File: src/rtl/exec_unit.sv
// exec_unit: small register-file execution unit. Single-cycle ALU ops write
// back at the accept edge; MUL/DIV/MOD iterate one bit per cycle in BUSY.
module exec_unit #(
  parameter  int unsigned WIDTH = 8,
  parameter  int unsigned NREGS = 4,
  localparam int unsigned IDXW  = $clog2(NREGS)
) (
  input  logic             clk,
  input  logic             rst,
  input  logic             in_valid,
  output logic             in_ready,
  input  logic [3:0]       in_op,
  input  logic [IDXW-1:0]  in_dst,
  input  logic [IDXW-1:0]  in_src,
  input  logic [WIDTH-1:0] in_imm,
  input  logic             in_use_imm,
  output logic             wb_valid,
  output logic [IDXW-1:0]  wb_idx,
  output logic [WIDTH-1:0] wb_data,
  output logic             div_err,
  input  logic [IDXW-1:0]  rd_idx,
  output logic [WIDTH-1:0] rd_data
);

  localparam int unsigned CNTW = $clog2(WIDTH + 1);

  localparam logic [3:0] OP_ADD = 4'd0;
  localparam logic [3:0] OP_SUB = 4'd1;
  localparam logic [3:0] OP_AND = 4'd2;
  localparam logic [3:0] OP_OR  = 4'd3;
  localparam logic [3:0] OP_XOR = 4'd4;
  localparam logic [3:0] OP_SHL = 4'd5;
  localparam logic [3:0] OP_SHR = 4'd6;
  localparam logic [3:0] OP_MOV = 4'd7;
  localparam logic [3:0] OP_MUL = 4'd8;
  localparam logic [3:0] OP_DIV = 4'd9;
  localparam logic [3:0] OP_MOD = 4'd10;

  typedef enum logic {IDLE = 1'b0, BUSY = 1'b1} state_e;

  state_e           state_q, state_d;
  logic [WIDTH-1:0] regs_q [NREGS];
  logic [WIDTH-1:0] regs_d [NREGS];
  logic [3:0]       op_q, op_d;
  logic [IDXW-1:0]  dst_q, dst_d;
  logic [CNTW-1:0]  cnt_q, cnt_d;
  // a: multiplicand / dividend-quotient shifter; b: multiplier / divisor;
  // acc: product accumulator / partial remainder
  logic [WIDTH-1:0] a_q, a_d;
  logic [WIDTH-1:0] b_q, b_d;
  logic [WIDTH-1:0] acc_q, acc_d;
  logic             wb_valid_q, wb_valid_d;
  logic             div_err_q, div_err_d;
  logic [IDXW-1:0]  wb_idx_q, wb_idx_d;
  logic [WIDTH-1:0] wb_data_q, wb_data_d;

  logic [WIDTH-1:0] op_a;
  logic [WIDTH-1:0] op_b;
  logic [WIDTH-1:0] alu_res;
  logic [WIDTH:0]   rem_sh;
  logic             accept;

  assign in_ready = (state_q == IDLE) && !rst;
  assign accept   = in_valid && in_ready;
  assign op_a     = regs_q[in_dst];
  assign op_b     = in_use_imm ? in_imm : regs_q[in_src];
  assign rem_sh   = {acc_q, a_q[WIDTH-1]};

  assign wb_valid = wb_valid_q;
  assign div_err  = div_err_q;
  assign wb_idx   = wb_idx_q;
  assign wb_data  = wb_data_q;
  assign rd_data  = regs_q[rd_idx];

  // Single-cycle ALU on the operands sampled at the accept edge
  always_comb begin
    alu_res = '0;
    case (in_op)
      OP_ADD:  alu_res = op_a + op_b;
      OP_SUB:  alu_res = op_a - op_b;
      OP_AND:  alu_res = op_a & op_b;
      OP_OR:   alu_res = op_a | op_b;
      OP_XOR:  alu_res = op_a ^ op_b;
      OP_SHL:  alu_res = (op_b >= WIDTH'(WIDTH)) ? '0 : (op_a << op_b);
      OP_SHR:  alu_res = (op_b >= WIDTH'(WIDTH)) ? '0 : (op_a >> op_b);
      OP_MOV:  alu_res = op_b;
      default: alu_res = '0;
    endcase
  end

  // Next-state, datapath iteration and write-back selection
  always_comb begin
    state_d    = state_q;
    regs_d     = regs_q;
    op_d       = op_q;
    dst_d      = dst_q;
    cnt_d      = cnt_q;
    a_d        = a_q;
    b_d        = b_q;
    acc_d      = acc_q;
    wb_valid_d = 1'b0;
    div_err_d  = 1'b0;
    wb_idx_d   = wb_idx_q;
    wb_data_d  = wb_data_q;

    case (state_q)
      IDLE: begin
        if (accept) begin
          if (in_op <= OP_MOV) begin
            regs_d[in_dst] = alu_res;
            wb_valid_d     = 1'b1;
            wb_idx_d       = in_dst;
            wb_data_d      = alu_res;
          end else if (in_op <= OP_MOD) begin
            state_d = BUSY;
            op_d    = in_op;
            dst_d   = in_dst;
            cnt_d   = '0;
            a_d     = op_a;
            b_d     = op_b;
            acc_d   = '0;
          end
        end
      end
      BUSY: begin
        if (cnt_q == CNTW'(WIDTH)) begin
          // Divide by zero falls out naturally: quotient all-ones, remainder A
          state_d        = IDLE;
          wb_valid_d     = 1'b1;
          wb_idx_d       = dst_q;
          wb_data_d      = (op_q == OP_DIV) ? a_q : acc_q;
          div_err_d      = (op_q != OP_MUL) && (b_q == '0);
          regs_d[dst_q]  = wb_data_d;
        end else begin
          cnt_d = cnt_q + CNTW'(1);
          if (op_q == OP_MUL) begin
            acc_d = acc_q + (b_q[0] ? a_q : '0);
            a_d   = a_q << 1;
            b_d   = b_q >> 1;
          end else if (rem_sh >= {1'b0, b_q}) begin
            acc_d = rem_sh[WIDTH-1:0] - b_q;
            a_d   = {a_q[WIDTH-2:0], 1'b1};
          end else begin
            acc_d = rem_sh[WIDTH-1:0];
            a_d   = {a_q[WIDTH-2:0], 1'b0};
          end
        end
      end
      default: state_d = IDLE;
    endcase
  end

  // State and datapath registers with synchronous reset
  always_ff @(posedge clk) begin
    if (rst) begin
      state_q    <= IDLE;
      for (int i = 0; i < NREGS; i++) regs_q[i] <= '0;
      op_q       <= '0;
      dst_q      <= '0;
      cnt_q      <= '0;
      a_q        <= '0;
      b_q        <= '0;
      acc_q      <= '0;
      wb_valid_q <= 1'b0;
      div_err_q  <= 1'b0;
      wb_idx_q   <= '0;
      wb_data_q  <= '0;
    end else begin
      state_q    <= state_d;
      regs_q     <= regs_d;
      op_q       <= op_d;
      dst_q      <= dst_d;
      cnt_q      <= cnt_d;
      a_q        <= a_d;
      b_q        <= b_d;
      acc_q      <= acc_d;
      wb_valid_q <= wb_valid_d;
      div_err_q  <= div_err_d;
      wb_idx_q   <= wb_idx_d;
      wb_data_q  <= wb_data_d;
    end
  end

endmodule

File: config.mk
export PLATFORM = sky130hd
export DESIGN_NAME = exec_unit
export DESIGN_NICKNAME = d
export VERILOG_FILES = /design/src/rtl/exec_unit.sv
export SDC_FILE = /design/constraint.sdc
export NUM_CORES = 1
export LEC_CHECK = 0
export ABC_AREA = 0
export CAP_MARGIN = 20
export CELL_PAD_IN_SITES_DETAIL_PLACEMENT = 1
export CELL_PAD_IN_SITES_GLOBAL_PLACEMENT = 1
export CORE_ASPECT_RATIO = 0.8
export CORE_MARGIN = 2
export CORE_UTILIZATION = 50
export CTS_BUF_LIST = sky130_fd_sc_hd__clkbuf_4
export DETAILED_ROUTE_END_ITERATION = 7
export MAX_ROUTING_LAYER = met4
export PLACE_DENSITY = 0.95
export SLEW_MARGIN = 0
export SYNTH_ARGS = -nofsm -noshare
export SYNTH_HDL_FRONTEND = slang
export SYNTH_SLANG_ARGS = --single-unit
File: constraint.sdc
create_clock -name clk -period 11.2 [get_ports clk]
set_input_delay 1.68 -clock clk [delete_from_list [all_inputs] [get_ports clk]]
set_output_delay 1.68 -clock clk [all_outputs]
set_load 0.02 [all_outputs]
==> flow_metrics.tcl, run 1 <==
set metrics [dict create \
    outcome "finished clean" \
    finClkSkew_ps 17.85 \
    die_x_um 132.4 \
    seq_power_share 0.448 \
    gp_congestion 1.003 \
    viasPerCell 6.948 \
    yosys_warnings 0 \
    fp.dieArea_mm2 0.01413 \
    syn_nets 874 \
    grt_max_degree 59 \
    synth_top_flop_cell "dfxtp_1" \
    nNetsFinal 889 \
    drc 0 \
    layout_commonest_cell "nor2_1" \
    grt_pass1_vias 7105 \
    drt_iter0_drc 903 \
    post-cts-setup-buffers 0 \
    leakage_uw 0.002773 \
    antenna_found_initial 0 \
    critical_path_class "in2reg" \
    met1_usage 0.4871 \
    hold_path_end "wb_data[0]" \
    num_io_pins 43 \
    fillerInstances 1585 \
    cts_hold_buf 0 \
    min_period_ps 6175 \
    grt_busiest_layer "met2" \
    synth-seq-cells 79 \
    dp_cells 984 \
    p_clk_frac 0.252 \
    numCtsBuffers 9 \
    holdPathStages 2 \
    p_per_area_mw_per_mm2 91.72 \
    routedWlPerCell_um 25.61 \
    cp-start-kind "primary input" \
    use_met3 0.07849 \
    hold_violations 0 \
    hold_start "wb_data[0]" \
    syn-cell-area_mm2 0.006593 \
    r2r_cells 15 \
    drive_above_1_share 0.08717 \
    area_delta_synth_final_pct 9.679 \
    r2r_end "regs_q[13]" \
    min_path_type "reg2reg" \
    fin_cells 1001 \
    first_pass_iters 6 \
    htreeDepth 3 \
    fmaxAchievable_mhz 161.9 \
    rrSetupSlack_ps 6940 \
    coreArea_mm2 0.01287 \
    seq_area_frac_synth 0.2399 \
    clock-sinks 79 \
    grt_pass1_wl_mm 39.87 \
    place_hpwl_mm 18.97 \
    start_util 0.5122 \
    wl_mm 25.64 \
    clkLatencyLatePin_ps 480 \
    critPathArrivalTime_ps 6560 \
    whs_ps 473.1 \
    crit_fanout 18 \
    cts_tree "done" \
    end_kind "flop" \
    cp.required_ps 11580 \
    setup_viol 0 \
    postSynthAreaPerCell_um2 8.179 \
    r2r_start "regs_q[1]" \
    async_flop_share 0 \
    max_slew_margin 0.2586 \
    num_rows 37 \
    n_antenna_cell 0 \
    switching_power_uw 253.4 \
    grtUsageMet2 0.5685 \
    clk_pin_slew_ps 150 \
    p_comb_frac 0.300 \
    syn_inst 806 \
    worstMarginPinSlew_ps 1112 \
    tns_ps 0 \
    grt_overflow 0 \
    root_buffer "clkbuf_4" \
    vias 6955 \
    rsz0062_at_grt "false" \
    io_buffers 42 \
    grt_usage 0.3735 \
    post_cts_resized 0 \
    period_share 0.5513 \
    layout_common_cells "nor2_1, dfxtp_1, nand2_1" \
    ir_drop_uv 82.87 \
    clk_path_buf_depth 2 \
    swShare 0.3821 \
    internal_power_uw 409.8 \
    synth-edff-count 0 \
    drtAntennaViolNets 0 \
    synth_cell_types 78 \
    cap_violations 0 \
    report.final.slew_viol_count 0 \
    die_h_um 106.7 \
]
layout make-up:
cell class              count  area, µm²  share of cell area
clock buffers               9      67.56            0.009344
clock inverters             7      52.55            0.007268
inverters                  42      157.7             0.02180
multi-input cells         635       4647              0.6427
flip-flops and latches     79       1582              0.2187
well taps                 175      219.0             0.03028
repair buffers             54      505.5             0.06991
power groups by stage:
| stage | logic (µW) | clock network (µW) | registers (µW) |
|---|---|---|---|
| 6_report | 199 | 167 | 297 |
| 5_1_grt | 213 | 179 | 298 |
| 4_1_cts | 192 | 167 | 297 |
| 3_5_place_dp | 190 | 0 | 303 |
| 3_3_place_gp | 179 | 0 | 302 |
| 2_1_floorplan | 132 | 0 | 301 |
registers in the layout (all words and copies together) (netlist names):
register  flops
regs_q       32
dst_q         2
wb_data       8
cnt_q         4
wb_idx        2
a_q           8
div_err       1
b_q           8
state_q       1
acc_q         8
op_q          4
wb_valid      1
stage by stage:
step | area, µm² | utilization | power [µW] | setup WS [ps]
after floorplan | 6593 | - | 432.6 | 6052
after CTS | 7223 | 0.5612 | 655.7 | 5130
after global routing | 7231 | 0.5618 | 689.6 | 4805
after detailed placement | 7103 | 0.5519 | 492.5 | 4601
after global placement | 7096 | 0.5513 | 481.1 | 4830
final | 7231 | 0.5618 | 663.2 | 5025
worst max path at each step:
stage / startpoint / end / cells after the start
final: in_src[1] / regs_q[13] / 16
after global routing: in_src[1] / regs_q[13] / 16
after CTS: in_src[1] / regs_q[29] / 16
after detailed placement: in_src[1] / regs_q[13] / 16
after global placement: in_src[1] / regs_q[13] / 16
after floorplan: in_src[1] / regs_q[13] / 16
Yosys cell counts (6+ instances only):
cell,count,area (µm²)
a21oi_1,46,230.2
clkbuf_1,36,135.1
a221oi_1,7,61.31
a31oi_1,11,68.82
o22ai_1,6,37.54
buf_1,6,22.52
a21o_1,7,52.55
or2_2,6,37.54
dfxtp_1,79,1582
o21ai_0,54,270.3
o31ai_1,6,45.04
ha_1,43,538.0
mux2i_1,50,500.5
nand2_1,61,229.0
inv_1,38,142.6
xnor2_1,14,122.6
a222oi_1,6,60.06
o211ai_1,10,75.07
nor2b_1,12,75.07
a211oi_1,14,105.1
nor3_1,21,105.1
and2_1,13,81.33
mux4_2,19,427.9
nor4_1,6,37.54
a22oi_1,21,157.7
nand3_1,19,95.09
nor2_1,83,311.6
nand4_1,6,37.54
xor2_1,7,61.31
worst max-delay path: stages:
cell	delay (ps)
clkdlybuf4s50_1	990
mux4_2	640
mux2i_4	540
inv_2	290
nor4_4	350
nand2_1	80
nand2_1	100
xnor2_1	150
ha_1	330
nand2b_1	120
nor3_1	50
a311o_1	330
a21oi_1	230
o211ai_2	240
a221oi_1	340
nor2_1	90
logic make-up after synthesis:
logic type               count (synthesis)  synth area share
AND/OR/NAND/NOR                        251            0.1820
AO/OA/AOI/OAI                          242            0.2496
buffers and inverters                   92           0.05618
flip-flops                              79            0.2399
multiplexers                            75            0.1537
adder cells (fa/ha/maj)                 46           0.09072
XOR/XNOR                                21           0.02790
layer usage:
layer	vias to the layer above	wire, µm
met5	-	0
met4	0	901
met3	76	2339
met2	408	11510
met1	3440	10890
li1	3031	-
No activity file was read; power rests on OpenSTA's default activity.
==> inputs of run 2 (changes only) <==
CORE_UTILIZATION = 47   (was 50)
PLACE_DENSITY = 0.92   (was 0.95)
clock period = 5.75 ns   (was 11.2 ns; I/O delays follow)
==> flow_metrics.tcl, run 2 (synthesis results as in run 1) <==
set metrics [dict create \
    drive_above_1_share 0.09386 \
    root_buffer "clkbuf_4" \
    io_buffers 42 \
    tns_ps 0 \
    cp_cell_sequence "clkdlybuf4s50_1 > buf_4 > mux2i_1 > a221o_1 > ha_1 > a21oi_1 > xnor2_1 > ha_1 > nor2b_1 > o21a_1 > o21a_1 > o211a_1 > o21ai_0 > o211ai_2 > a222oi_1 > nor2_1" \
    internal_power_uw 884.4 \
    outcome "finished clean" \
    grt_max_degree 58 \
    end_kind "flop" \
    swShare 0.3514 \
    p_per_area_mw_per_mm2 186.1 \
    place_hpwl_mm 19.22 \
    leakage_uw 0.002815 \
    met1Wirelength_mm 10.55 \
    coreArea_mm2 0.01365 \
    holdPathStages 2 \
    drtAntennaViolNets 0 \
    critPathArrivalTime_ps 5150 \
    htreeDepth 3 \
    grt_pass1_vias 7252 \
    drc 0 \
    met2WireLength_mm 11.70 \
    ir_drop_uv 232.6 \
    vias 6940 \
    r2r_cells 14 \
    clk_pin_slew_ps 130 \
    p_comb_frac 0.286 \
    num_rows 38 \
    layout_common_cells "nor2_1, dfxtp_1, nand2_1" \
    wl_mm 25.74 \
    report.final.slew_viol_count 0 \
    rsz0062_at_grt "false" \
    p_clk_frac 0.290 \
    period_share 0.8344 \
    drt_iter0_drc 1008 \
    antenna_found_initial 2 \
    grt_overflow 0 \
    seq_power_share 0.425 \
    clkLatencyLatePin_ps 480 \
    place_worst_setup_slack_ps 525.9 \
    routed.top_layer "met4" \
    clock-sinks 79 \
    crit_fanout 8 \
    start_util 0.4831 \
    first_pass_iters 8 \
    cp.required_ps 6100 \
    wl_met3_mm 2.550 \
    largest_register "regs_q" \
    largest_reg_flops 32 \
    numCtsBuffers 9 \
    switching_power_uw 479.1 \
    cpPeakStageDelay_ps 760 \
    setup_viol 0 \
    die_x_um 136.4 \
    fp.dieArea_mm2 0.01500 \
    layout_commonest_cell "nor2_1" \
    crit_family "compound AO/OA/AOI/OAI gates" \
    cp.buffers_inverters 2 \
    min_period_ps 4798 \
    slowest_stage "clkdlybuf4s50_1" \
    grt_pass1_wl_mm 40.39 \
    gp_congestion 1.003 \
    viasPerCell 6.851 \
    setup_ws_ps 952.5 \
    min_path_type "reg2reg" \
    fmaxAchievable_mhz 208.4 \
    critical_path_class "in2reg" \
    nNetsFinal 895 \
    num_io_pins 43 \
    finClkSkew_ps 18.27 \
    cts_hold_buf 0 \
    cts_tree "done" \
    die_h_um 109.9 \
    post_cts_resized 0 \
    grt_usage 0.3628 \
    max_slew_margin 0.2432 \
    worst-path-stages 16 \
    hold_violations 0 \
    area_delta_synth_final_pct 11.16 \
    post-cts-setup-buffers 0 \
    cap_violations 0 \
    cp-start-kind "primary input" \
    clk_path_buf_depth 2 \
    worstMarginPinSlew_ps 1127 \
    routedWlPerCell_um 25.40 \
]
[run 2: metal layers]
| layer | vias up | GRT usage |
|---|---|---|
| li1 | 3052 | - |
| met1 | 3407 | 0.4649 |
| met4 | 0 | 0.1458 |
| met2 | 397 | 0.5578 |
| met3 | 84 | 0.08114 |
| met5 | - | - |
[run 2: final timing paths]
| check | start | endpoint | slack, ps |
|---|---|---|---|
| max | in_src[1] | wb_data[6] | 950 |
| min | wb_data[5] | wb_data[5] | 500 |
| max reg2reg | regs_q[8] | wb_data[6] | 1790 |
| min reg2reg | wb_data[5] | wb_data[5] | 500 |
[run 2: through the flow]
step / hold slack [ps] / total power [µW] / instances / cell area (µm²) / utilization
CTS: 502.1 / 1351 / 1010 / 7316 / 0.5361
global placement: 444.7 / 943.5 / 995 / 7154 / 0.5243
floorplan: 452.6 / 842.6 / 806 / 6593 / -
global route: 535.5 / 1418 / 1013 / 7328 / 0.5370
finish: 503.3 / 1364 / 1013 / 7328 / 0.5370
detailed placement: 464.1 / 964.1 / 995 / 7154 / 0.5243
[run 2: layout make-up]
type	instances	area, µm²
Clock inverter	6	93.84
Clock buffer	9	67.56
Antenna cell	2	5.005
Sequential cell	79	1582
Timing Repair Buffer	60	550.5
Fill cell	1632	6317
Tap cell	180	225.2
Multi-Input combinational cell	635	4647
Inverter	42	157.7
[run 2: power groups by stage]
stage | logic (µW) | registers [µW] | clock network [µW]
2_1_floorplan | 256 | 586 | 0
4_1_cts | 379 | 578 | 394
3_5_place_dp | 374 | 590 | 0
3_3_place_gp | 355 | 589 | 0
6_report | 389 | 579 | 395
5_1_grt | 417 | 581 | 420
[run 2: tightest hold or removal path: cells and delay by family (launching register included)]
kind             cells  cell delay (ps)
AO/OA/AOI/OAI        1               50
flip-flops           1              350
AND/OR/NAND/NOR      1               60
==> inputs of run 3 (changes only) <==
CORE_UTILIZATION = 42   (was 47)
PLACE_DENSITY = 0.88   (was 0.92)
clock period = 3.9 ns   (was 5.75 ns; I/O delays follow)
==> flow_metrics.tcl, run 3 (synthesis results as in run 1) <==
set metrics [dict create \
    cpPeakStageDelay_ps 500 \
    die_x_um 144.1 \
    multi_input_area_mm2 0.004726 \
    period_share 0.9528 \
    cp-start-kind "primary input" \
    cap_violations 0 \
    crit_fanout 4 \
    coreArea_mm2 0.01516 \
    layout_common_cells "buf_4, nor2_1, dfxtp_1" \
    grt_usage 0.3538 \
    gp_congestion 0.9893 \
    cp.required_ps 4310 \
    wl_mm 28.17 \
    drc 0 \
    worstMarginPinSlew_ps 1282 \
    regArea_mm2 0.001583 \
    numCtsBuffers 9 \
    leakage_uw 0.003192 \
    nNetsFinal 965 \
    clk_pin_slew_ps 160 \
    fillerInstances 1869 \
    finClkSkew_ps 18.28 \
    drtAntennaViolNets 0 \
    routedWlPerCell_um 25.31 \
    cp.buffers_inverters 4 \
    power.total_uw 2071 \
    largest_reg_flops 32 \
    outcome "finished clean" \
    holdPathStages 2 \
    cp_cell_sequence "dlygate4sd2_1 > buf_6 > buf_4 > mux2_4 > or4b_4 > and2_1 > o21ai_1 > xnor2_1 > ha_1 > inv_1 > o31a_1 > a2111oi_2 > a221oi_2 > o211ai_2 > nand2_2 > o22ai_1" \
    grt_pass1_wl_mm 43.17 \
    report.final.slew_viol_count 0 \
    grt_overflow 0 \
    p_per_area_mw_per_mm2 259.9 \
    vias 7433 \
    end_kind "flop" \
    area_delta_synth_final_pct 20.88 \
    num_rows 40 \
    clock-sinks 79 \
    die_h_um 116.1 \
    num_io_pins 43 \
    cts_tree "done" \
    slowest_stage "or4b_4" \
    ir_drop_uv 363.5 \
    clkLatencyLatePin_ps 490 \
    drive_above_1_share 0.1796 \
    fmaxAchievable_mhz 269.1 \
    r2r_cells 16 \
    cts_hold_buf 0 \
    root_buffer "clkbuf_4" \
    design_area_mm2 0.007969 \
    worst-path-stages 16 \
    setup_viol 0 \
    crit_family "compound AO/OA/AOI/OAI gates" \
    fp.dieArea_mm2 0.01672 \
    min_path_type "reg2reg" \
    hold_violations 0 \
    antenna_found_initial 1 \
    first_pass_iters 7 \
    critical_path_class "in2reg" \
    largest_register "regs_q" \
    critPathArrivalTime_ps 4130 \
    setup_ws_ps 184.2 \
    layout_commonest_cell "buf_4" \
    start_util 0.4347 \
    max_slew_margin 0.1363 \
    htreeDepth 3 \
    grt_max_degree 58 \
    place_worst_setup_slack_ps -757.8 \
    rsz0062_at_grt "false" \
    io_buffers 42 \
    grt_pass1_vias 7496 \
    viasPerCell 6.678 \
    min_period_ps 3716 \
    dp_cells 1094 \
    drt_iter0_drc 1125 \
    clk_path_buf_depth 2 \
    placed_cell_area_mm2 0.007710 \
    place_hpwl_mm 21.11 \
    fin_util 0.5255 \
    fin_cells 1113 \
]
## run 3: cell count changes in the layout (fill, tap and decap cells not counted), sizes merged
cell	change
buf	+69
inv	+4
clkdlybuf4s50	-3
clkinv	-2
dlymetal6s2s	+2
bufinv	-1
clkbuf	+1
diode	-1
dlygate4sd2	+1
## run 3: through the flow
stage          setup TNS (ps)  hold WS, ps
4_1_cts                     0        478.7
3_5_place_dp           -16500        451.1
2_1_floorplan               0        452.6
6_report                    0        475.3
3_3_place_gp            -8890        445.4
5_1_grt                     0        506.9
## run 3: what timing repair did
action                     CTS  global route
cloned                       0             0
setup buffers                1             0
setup endpoints to repair   17            15
pin swaps                    4             1
gates resized for setup     15             7
## run 3: cell type report
cell class                 instances  share of cell area
multi-input combinational        635              0.5930
sequential                        79              0.1986
timing repair buffer             130              0.1360
tap                              210             0.03297
inverter                          42             0.01978
clock inverter                     7             0.01083
clock buffer                       9            0.008479
antenna                            1           0.0003140
## run 3: report_power, final
part | total [µW] | internal (µW) | switching [µW]
registers | 856 | 828 | 28.0
logic | 645 | 265 | 379
clock network | 570 | 211 | 359
## run 3: metal layers
layer / track usage / up-vias / routed length, µm
li1: - / 3179 / -
met1: 0.4469 / 3600 / 11320
met2: 0.5429 / 504 / 12330
met3: 0.08306 / 150 / 2964
met4: 0.1542 / 0 / 1555
met5: - / - / 0
## run 3: worst paths after layout
check	from	endpoint	slack [ps]
max	in_src[1]	regs_q[6]	180
min	wb_data[4]	wb_data[4]	480
max reg2reg	regs_q[25]	wb_data[5]	230
min reg2reg	wb_data[4]	wb_data[4]	480
## run 3: worst reg2reg max path: cells and delay by family, from the launching register on
kind / cells / cell delay (ps)
AOI/OAI and AO/OA: 5 / 1050
DFF: 1 / 410
buffers and inverters: 2 / 220
xor gates and xnor gates: 1 / 140
adders and majority gates: 1 / 330
muxes: 2 / 720
and+or+nand+nor: 5 / 660
